==> config.mk <==
export PLATFORM = sky130hd
export DESIGN_NAME = cacheline_adapter
export DESIGN_NICKNAME = d
export VERILOG_FILES = /design/src/rtl/cacheline_adapter.sv
export SDC_FILE = /design/constraint.sdc
export NUM_CORES = 2
export LEC_CHECK = 0
export ABC_AREA = 1
export ABC_CLOCK_PERIOD_IN_PS = 3600
export CAP_MARGIN = 5
export CORE_MARGIN = 2
export CORE_UTILIZATION = 27
export CTS_CLUSTER_SIZE = 10
export DETAILED_ROUTE_END_ITERATION = 10
export PLACE_DENSITY = 0.45
export SYNTH_ARGS = -nofsm -noshare
export SYNTH_HDL_FRONTEND = slang
export SYNTH_SLANG_ARGS = --single-unit
==> constraint.sdc <==
create_clock -name clk -period 3.6 [get_ports clk]
set_clock_uncertainty 0.1 [all_clocks]
set_input_delay 0.36 -clock clk [delete_from_list [all_inputs] [get_ports clk]]
set_output_delay 0.36 -clock clk [all_outputs]
set_load 0.03 [all_outputs]
==> src/rtl/cacheline_adapter.sv <==
// cacheline_adapter
//   Sits directly downstream of the data cache dfp port. One 256-bit line
//   read or write becomes a 4-beat, 64-bit burst on the banked-memory side;
//   a single-cycle dfp_resp marks completion. One transaction in flight.
//
// Configuration macro:
//   CACHELINE_ADAPTER_RADDR_FILTER_EN - when defined, a returning read beat is
//   accepted only if its bmem_raddr line tag matches the requested line.
//   When undefined, bmem_raddr is ignored.
//
// Ports:
//   clk, rst      clock; synchronous active-high reset
//   dfp_addr      line address from cache (low OFFSET_BITS ignored)
//   dfp_read      line read request, held until dfp_resp
//   dfp_write     line write request, held until dfp_resp (wins over read)
//   dfp_wdata     line to write, sampled when the request is accepted
//   dfp_rdata     last assembled read line; valid while dfp_resp=1
//   dfp_resp      one-cycle completion pulse
//   bmem_addr     line-aligned burst address
//   bmem_read     burst read command (high only while waiting for accept)
//   bmem_write    write beat valid
//   bmem_wdata    write beat data
//   bmem_ready    memory accepts command/beat this cycle
//   bmem_raddr    line tag of returning read beat
//   bmem_rdata    read beat data
//   bmem_rvalid   read beat valid
//   state_dbg     current FSM state encoding
//
// Handshake: a command or write beat transfers on a cycle where the adapter
// drives bmem_read/bmem_write high and bmem_ready is high; while bmem_ready is
// low the adapter holds command, address and data unchanged. Read beats
// transfer on every bmem_rvalid cycle in RD_DATA with no back-pressure.
module cacheline_adapter #(
    parameter int LINE_BITS   = 256,
    parameter int BEAT_BITS   = 64,
    parameter int BEATS       = LINE_BITS / BEAT_BITS,
    parameter int OFFSET_BITS = $clog2(LINE_BITS / 8)
) (
    input  logic                 clk,
    input  logic                 rst,
    input  logic [31:0]          dfp_addr,
    input  logic                 dfp_read,
    input  logic                 dfp_write,
    input  logic [LINE_BITS-1:0] dfp_wdata,
    output logic [LINE_BITS-1:0] dfp_rdata,
    output logic                 dfp_resp,
    output logic [31:0]          bmem_addr,
    output logic                 bmem_read,
    output logic                 bmem_write,
    output logic [BEAT_BITS-1:0] bmem_wdata,
    input  logic                 bmem_ready,
    input  logic [31:0]          bmem_raddr,
    input  logic [BEAT_BITS-1:0] bmem_rdata,
    input  logic                 bmem_rvalid,
    output logic [2:0]           state_dbg
);

    localparam int CNT_BITS = $clog2(BEATS);
    localparam logic [CNT_BITS-1:0] LAST_BEAT = CNT_BITS'(BEATS - 1);
    localparam logic [CNT_BITS-1:0] CNT_ONE   = CNT_BITS'(1);

    typedef enum logic [2:0] {
        IDLE     = 3'd0,
        RD_REQ   = 3'd1,
        RD_DATA  = 3'd2,
        WR_BURST = 3'd3,
        RESP     = 3'd4
    } state_t;

    state_t                state_q, state_d;
    logic [CNT_BITS-1:0]   cnt_q, cnt_d;
    logic [31:0]           addr_q;
    logic [LINE_BITS-1:0]  wbuf_q;
    logic [LINE_BITS-1:0]  rbuf_q;
    logic [LINE_BITS-1:0]  rdata_q;
    logic [LINE_BITS-1:0]  rbuf_ins;
    logic                  accept_req;
    logic                  take_beat;
    logic                  beat_ok;

`ifdef CACHELINE_ADAPTER_RADDR_FILTER_EN
    assign beat_ok = (bmem_raddr[31:OFFSET_BITS] == addr_q[31:OFFSET_BITS]);
    wire unused_ok = &{1'b0, bmem_raddr[OFFSET_BITS-1:0], dfp_addr[OFFSET_BITS-1:0]};
`else
    assign beat_ok = 1'b1;
    wire unused_ok = &{1'b0, bmem_raddr, dfp_addr[OFFSET_BITS-1:0]};
`endif

    // Line being assembled with the current beat dropped into its slot. On the
    // final beat this is the complete line, so the output register can load it
    // in the same edge that enters RESP.
    always_comb begin
        rbuf_ins = rbuf_q;
        rbuf_ins[cnt_q*BEAT_BITS +: BEAT_BITS] = bmem_rdata;
    end

    always_comb begin
        state_d    = state_q;
        cnt_d      = cnt_q;
        bmem_read  = 1'b0;
        bmem_write = 1'b0;
        bmem_wdata = '0;
        dfp_resp   = 1'b0;
        accept_req = 1'b0;
        take_beat  = 1'b0;
        case (state_q)
            IDLE: begin
                if (dfp_write) begin
                    accept_req = 1'b1;
                    cnt_d      = '0;
                    state_d    = WR_BURST;
                end else if (dfp_read) begin
                    accept_req = 1'b1;
                    state_d    = RD_REQ;
                end
            end
            RD_REQ: begin
                bmem_read = 1'b1;
                if (bmem_ready) begin
                    cnt_d   = '0;
                    state_d = RD_DATA;
                end
            end
            RD_DATA: begin
                if (bmem_rvalid && beat_ok) begin
                    take_beat = 1'b1;
                    cnt_d     = cnt_q + CNT_ONE;
                    if (cnt_q == LAST_BEAT) state_d = RESP;
                end
            end
            WR_BURST: begin
                bmem_write = 1'b1;
                bmem_wdata = wbuf_q[cnt_q*BEAT_BITS +: BEAT_BITS];
                if (bmem_ready) begin
                    cnt_d = cnt_q + CNT_ONE;
                    if (cnt_q == LAST_BEAT) state_d = RESP;
                end
            end
            RESP: begin
                dfp_resp = 1'b1;
                state_d  = IDLE;
            end
            default: state_d = IDLE;
        endcase
    end

    always_ff @(posedge clk) begin
        if (rst) begin
            state_q <= IDLE;
            cnt_q   <= '0;
            addr_q  <= '0;
            wbuf_q  <= '0;
            rbuf_q  <= '0;
            rdata_q <= '0;
        end else begin
            state_q <= state_d;
            cnt_q   <= cnt_d;
            if (accept_req) begin
                addr_q <= {dfp_addr[31:OFFSET_BITS], {OFFSET_BITS{1'b0}}};
                wbuf_q <= dfp_wdata;
            end
            if (take_beat) begin
                rbuf_q <= rbuf_ins;
                if (cnt_q == LAST_BEAT) rdata_q <= rbuf_ins;
            end
        end
    end

    assign bmem_addr = addr_q;
    assign dfp_rdata = rdata_q;
    assign state_dbg = state_q;

endmodule

# Word level (Yosys, flattened, before mapping)
# Index checks and enable logic that the tools add are counted.
# totals
ff_bits	800
input_bits	390
# op_classes
addsub	2
n_eq_ne	10
shifts	3
mux	22
reduce_logical	5
# op_table
op	count
bitwise mux 256 bit	1
variable shift 64 x 34 -> 256 bit, first input constant	1
indexed part select 256 x 9 -> 64 bit	1
indexed part select 64 x 34 -> 256 bit	1
2-to-1 mux 64 bit	1
negation 8 -> 34 bit	1
2-to-1 mux 3 bit	6
one-hot mux 3 bit (4 select lines)	1
2-to-1 mux 1 bit	8
2-to-1 mux 2 bit	4
inequality test 2 bit, second input constant	4
one-hot mux 2 bit (4 select lines)	1
equality test 3 x 2 -> 1 bit, second input constant	2
AND reduction 5 bit	1
AND reduction 4 bit	1
nonzero test 4 bit	1
equality test 3 x 1 -> 1 bit, second input constant	1
equality test 3 bit, second input constant	1
logical NOT 3 bit	1
inequality test 3 bit, second input constant	1
adder 2 x 1 -> 2 bit, second input constant	1
equality test 2 bit, second input constant	1
AND reduction 2 bit	1

# Depth between registers and ports, before layout
# depth
word_depth	4
depth_mapped	12
ltp_nobuf	9

# Worst setup path after synthesis
# No wires, ideal clock.
# synth_timing
kind	reg-to-output
from	reg state_q[1] (netlist: state_dbg[1])
to	out bmem_wdata[10]
t_arrival_ns	2.089
path_slack_ns	1.051
stages_incl_launch_ff	6
path_cell_list	dfxtp_1 nand2_1 nor2_1 inv_2 clkbuf_1 a21oi_1
# synth_between
elab_chain_len	2
# synth_lines
element	line_no	source
from (decl)	70	state_t state_q, state_d;
from (signal assigned)	156	state_q <= state_d;
equality test 3 x 2 -> 1 bit	106	case (state_q)
2-to-1 mux 64 bit	106	
to (decl)	50	output logic [BEAT_BITS-1:0] bmem_wdata,
# No other way between the ends.

# Worst setup path after layout
# layout_timing
from	reg state_q[1] (netlist: state_dbg[1])
to	out bmem_wdata[34]
# Same word-level chain as after synthesis.

==> flow_metrics.py <==
metrics = {
    "clock_network": {
        "cts_htree_levels": 3,
        "path_clk_slew_ps": 60,
        "cts.sinks": 800,
        "cts_setup_buffers": 0,
        "cts_root_buffer": "clkbuf_16",
        "clk_latency_ps": 690,
        "cts_tree": "done",
        "max-clock-path-buffers": 3,
        "numCtsBuffers": 99,
    },
    "yosys": {
        "yosys_warnings": 0,
        "synth_top_area_cell": "dfxtp_1",
        "synth_ff_type": "dfxtp_1",
        "synth_edf_count": 0,
        "mappedNetlistArea_um2": 33900,
        "yosysSeqAreaShare": 0.473,
        "ys_async_sr_fraction": 0,
        "synth.distinct_cells": 25,
        "avgSynthCellArea_um2": 6.96,
        "netlist_instances": 4864,
        "synth_common_cells": "914 x nor2_1, 903 x nand2_1, 800 x dfxtp_1",
        "synth.most_common_cell": "nor2_1",
        "synth_top_area_share": 0.473,
        "synth-seq-cells": 800,
        "synth_area_leaders": "dfxtp_1 47%, nor2_1 10%, nand2_1 10%, o21ai_0 8.6%, a21oi_1 7.1%",
    },
    "finish": {
        "drive_gt1_frac": 0.0424,
        "nets": 5755,
        "syn2layout_area_growth_pct": 34.1,
    },
    "timing": {
        "hold_violations": 0,
        "rsz0062_at_grt": "false",
        "relSlewSlack": 0.280,
        "min_period_ps": 3460,
        "worst_pin_slew_ps": 1080,
        "max_freq_mhz": 289,
        "fin_tns_setup_ps": 0,
        "setup_violations": 0,
        "drv_slew": 0,
        "finalCritPeriodShare": 0.960,
    },
    "grt": {
        "grt_pass1_wl_um": 207000,
        "grt_overflow_total": 0,
        "track_usage": 0.211,
        "grt_pass1_vias": 31700,
        "antenna_found_initial": 25,
        "grt_max_degree": 172,
    },
    "pwr": {
        "irDropWorstVdd_uv": 504,
        "fin_total_pwr_mw": 32.3,
        "power_density_nw_per_um2": 712,
        "p_leak_nw": 17.9,
    },
    "worst_setup_path": {
        "cp_data_required_time_ps": 3140,
        "startpoint": "state_dbg[1]$_SDFFE_PP0P_",
        "rr_worst_depth": 9,
        "start_kind": "register",
        "rrSetupSlack_ps": 770,
        "end_kind": "output port",
        "crit_path_end": "bmem_wdata[34]",
        "arrival_ps": 3000,
        "crit_type": "reg2out",
        "rr_startpoint": "cnt_q[0]$_SDFFE_PP0P_",
        "path_max_fanout": 64,
        "rr_endpoint": "dfp_rdata[146]$_SDFFE_PP0P_",
    },
    "placement": {
        "routabilityCongestion": 0.825,
        "hpwl_um": 91700,
        "io_buffers": 705,
    },
    "drt": {
        "ant_nets": 0,
        "drt-total-wl_um": 141000,
        "vias": 33400,
        "drc_errors": 0,
        "routed_via_density": 4.73,
        "drt-initial-drc-count": 2284,
        "wl_per_cell_um": 20.0,
        "first_pass_iters": 6,
    },
    "floorplan": {
        "io_pins": 748,
        "die_x_um": 358,
        "core_um2": 124000,
        "die_area_um2": 128000,
        "start_util": 0.273,
        "fp.dieH_um": 358,
        "rows": 129,
    },
    "job": {
        "maxCapViolations": 0,
    },
    "status": {
        "outcome": "completed",
    },
    "min_path": {
        "hold_class": "in2reg",
    },
}
flip-flops by register name, summed over array words and instances (netlist names):
signal / count
state_dbg: 3
bmem_addr: 27
rbuf_q: 256
dfp_rdata: 256
cnt_q: 2
wbuf_q: 256
timing repair:
action | 4_1_cts | 5_1_grt
pin swaps | 0 | 0
hold buffers | 1 | 0
resized for setup | 2 | 5
endpoints found under the hold margin | 39 | 0
endpoints found under the setup margin | 2 | 7
gates cloned | 0 | 1
power breakdown:
part / total [mW] / internal [mW] / switching (mW)
Sequential: 11.1 / 10.3 / 0.729
Combinational: 11.6 / 3.64 / 8.00
Clock: 9.63 / 5.54 / 4.08
stage by stage:
stage          cells  area (um^2)  worst slack [ps]  hold slack (ps)   util
2_1_floorplan   4868        33900              1050              341      -
3_3_place_gp    6893        42300               718              349  0.341
3_5_place_dp    6893        42300               703              351  0.341
4_1_cts         7062        45400              34.3             71.0  0.365
5_1_grt         7067        45400              17.3              103  0.366
6_report        7068        45400               143              122  0.366
final cells by class:
type                    count  area [um^2]
repair buffers            777         8040
multi-input cells        3277        14700
well taps                1637         2050
clock inverters            16          219
inverters                 404         1550
diodes                      5         12.5
clock buffers             152         2840
fillers                 13300        78700
flip-flops and latches    800        16000
cells by family after synthesis:
logic type	Yosys count	synth area share
AND/OR/NAND/NOR	1950	0.224
AO/OA/AOI/OAI	1316	0.204
adder cells (fa/ha/maj)	6	0.00222
other	1	0.000111
flip-flops	800	0.473
buffers and inverters	791	0.0968
routing by layer:
metal / part of all wire / up-vias / track usage
met4: 0.022 / 30 / 0.0562
met5: 0.0014 / - / 0
met1: 0.43 / 15600 / 0.269
li1: - / 16700 / -
met2: 0.47 / 885 / 0.349
met3: 0.075 / 190 / 0.0603
critical path: stages (launching register included):
cell and delay (ps):
dfxtp_1 530, nand2_1 140, nor2_1 190, clkinv_2 100
buf_12 200, a21oi_1 300, clkdlybuf4s50_1 760
cells in the final DEF (no fill, tap or decap), types with 8 or more instances in the layout:
master / netlist / final
nand3_1: 65 / 63
clkbuf_8: 0 / 14
buf_4: 15 / 39
a21oi_1: 479 / 477
o21a_1: 61 / 61
nor2_1: 914 / 913
buf_12: 0 / 31
o21ai_1: 66 / 66
inv_1: 395 / 393
nand2_1: 903 / 902
clkdlybuf4s50_1: 0 / 700
nand4_1: 61 / 61
o21ai_0: 581 / 581
dfxtp_1: 800 / 798
clkbuf_1: 205 / 38
clkbuf_16: 0 / 101
o22ai_1: 128 / 128
clkinv_2: 0 / 8
how the worst min path moves through the flow:
stage                                  start                        to  slack [ps]  cells after the start
finish                        dfp_wdata[157]  wbuf_q[157]$_SDFFE_PP0P_         120                      3
global route                  dfp_wdata[157]  wbuf_q[157]$_SDFFE_PP0P_         100                      3
CTS                           dfp_wdata[157]  wbuf_q[157]$_SDFFE_PP0P_          70                      3
detailed placement   wbuf_q[50]$_SDFFE_PP0P_   wbuf_q[50]$_SDFFE_PP0P_         350                      2
global placement    wbuf_q[243]$_SDFFE_PP0P_  wbuf_q[243]$_SDFFE_PP0P_         350                      2
floorplan           wbuf_q[210]$_SDFFE_PP0P_  wbuf_q[210]$_SDFFE_PP0P_         340                      2
Note: power is estimated with default switching activity, not from simulation.
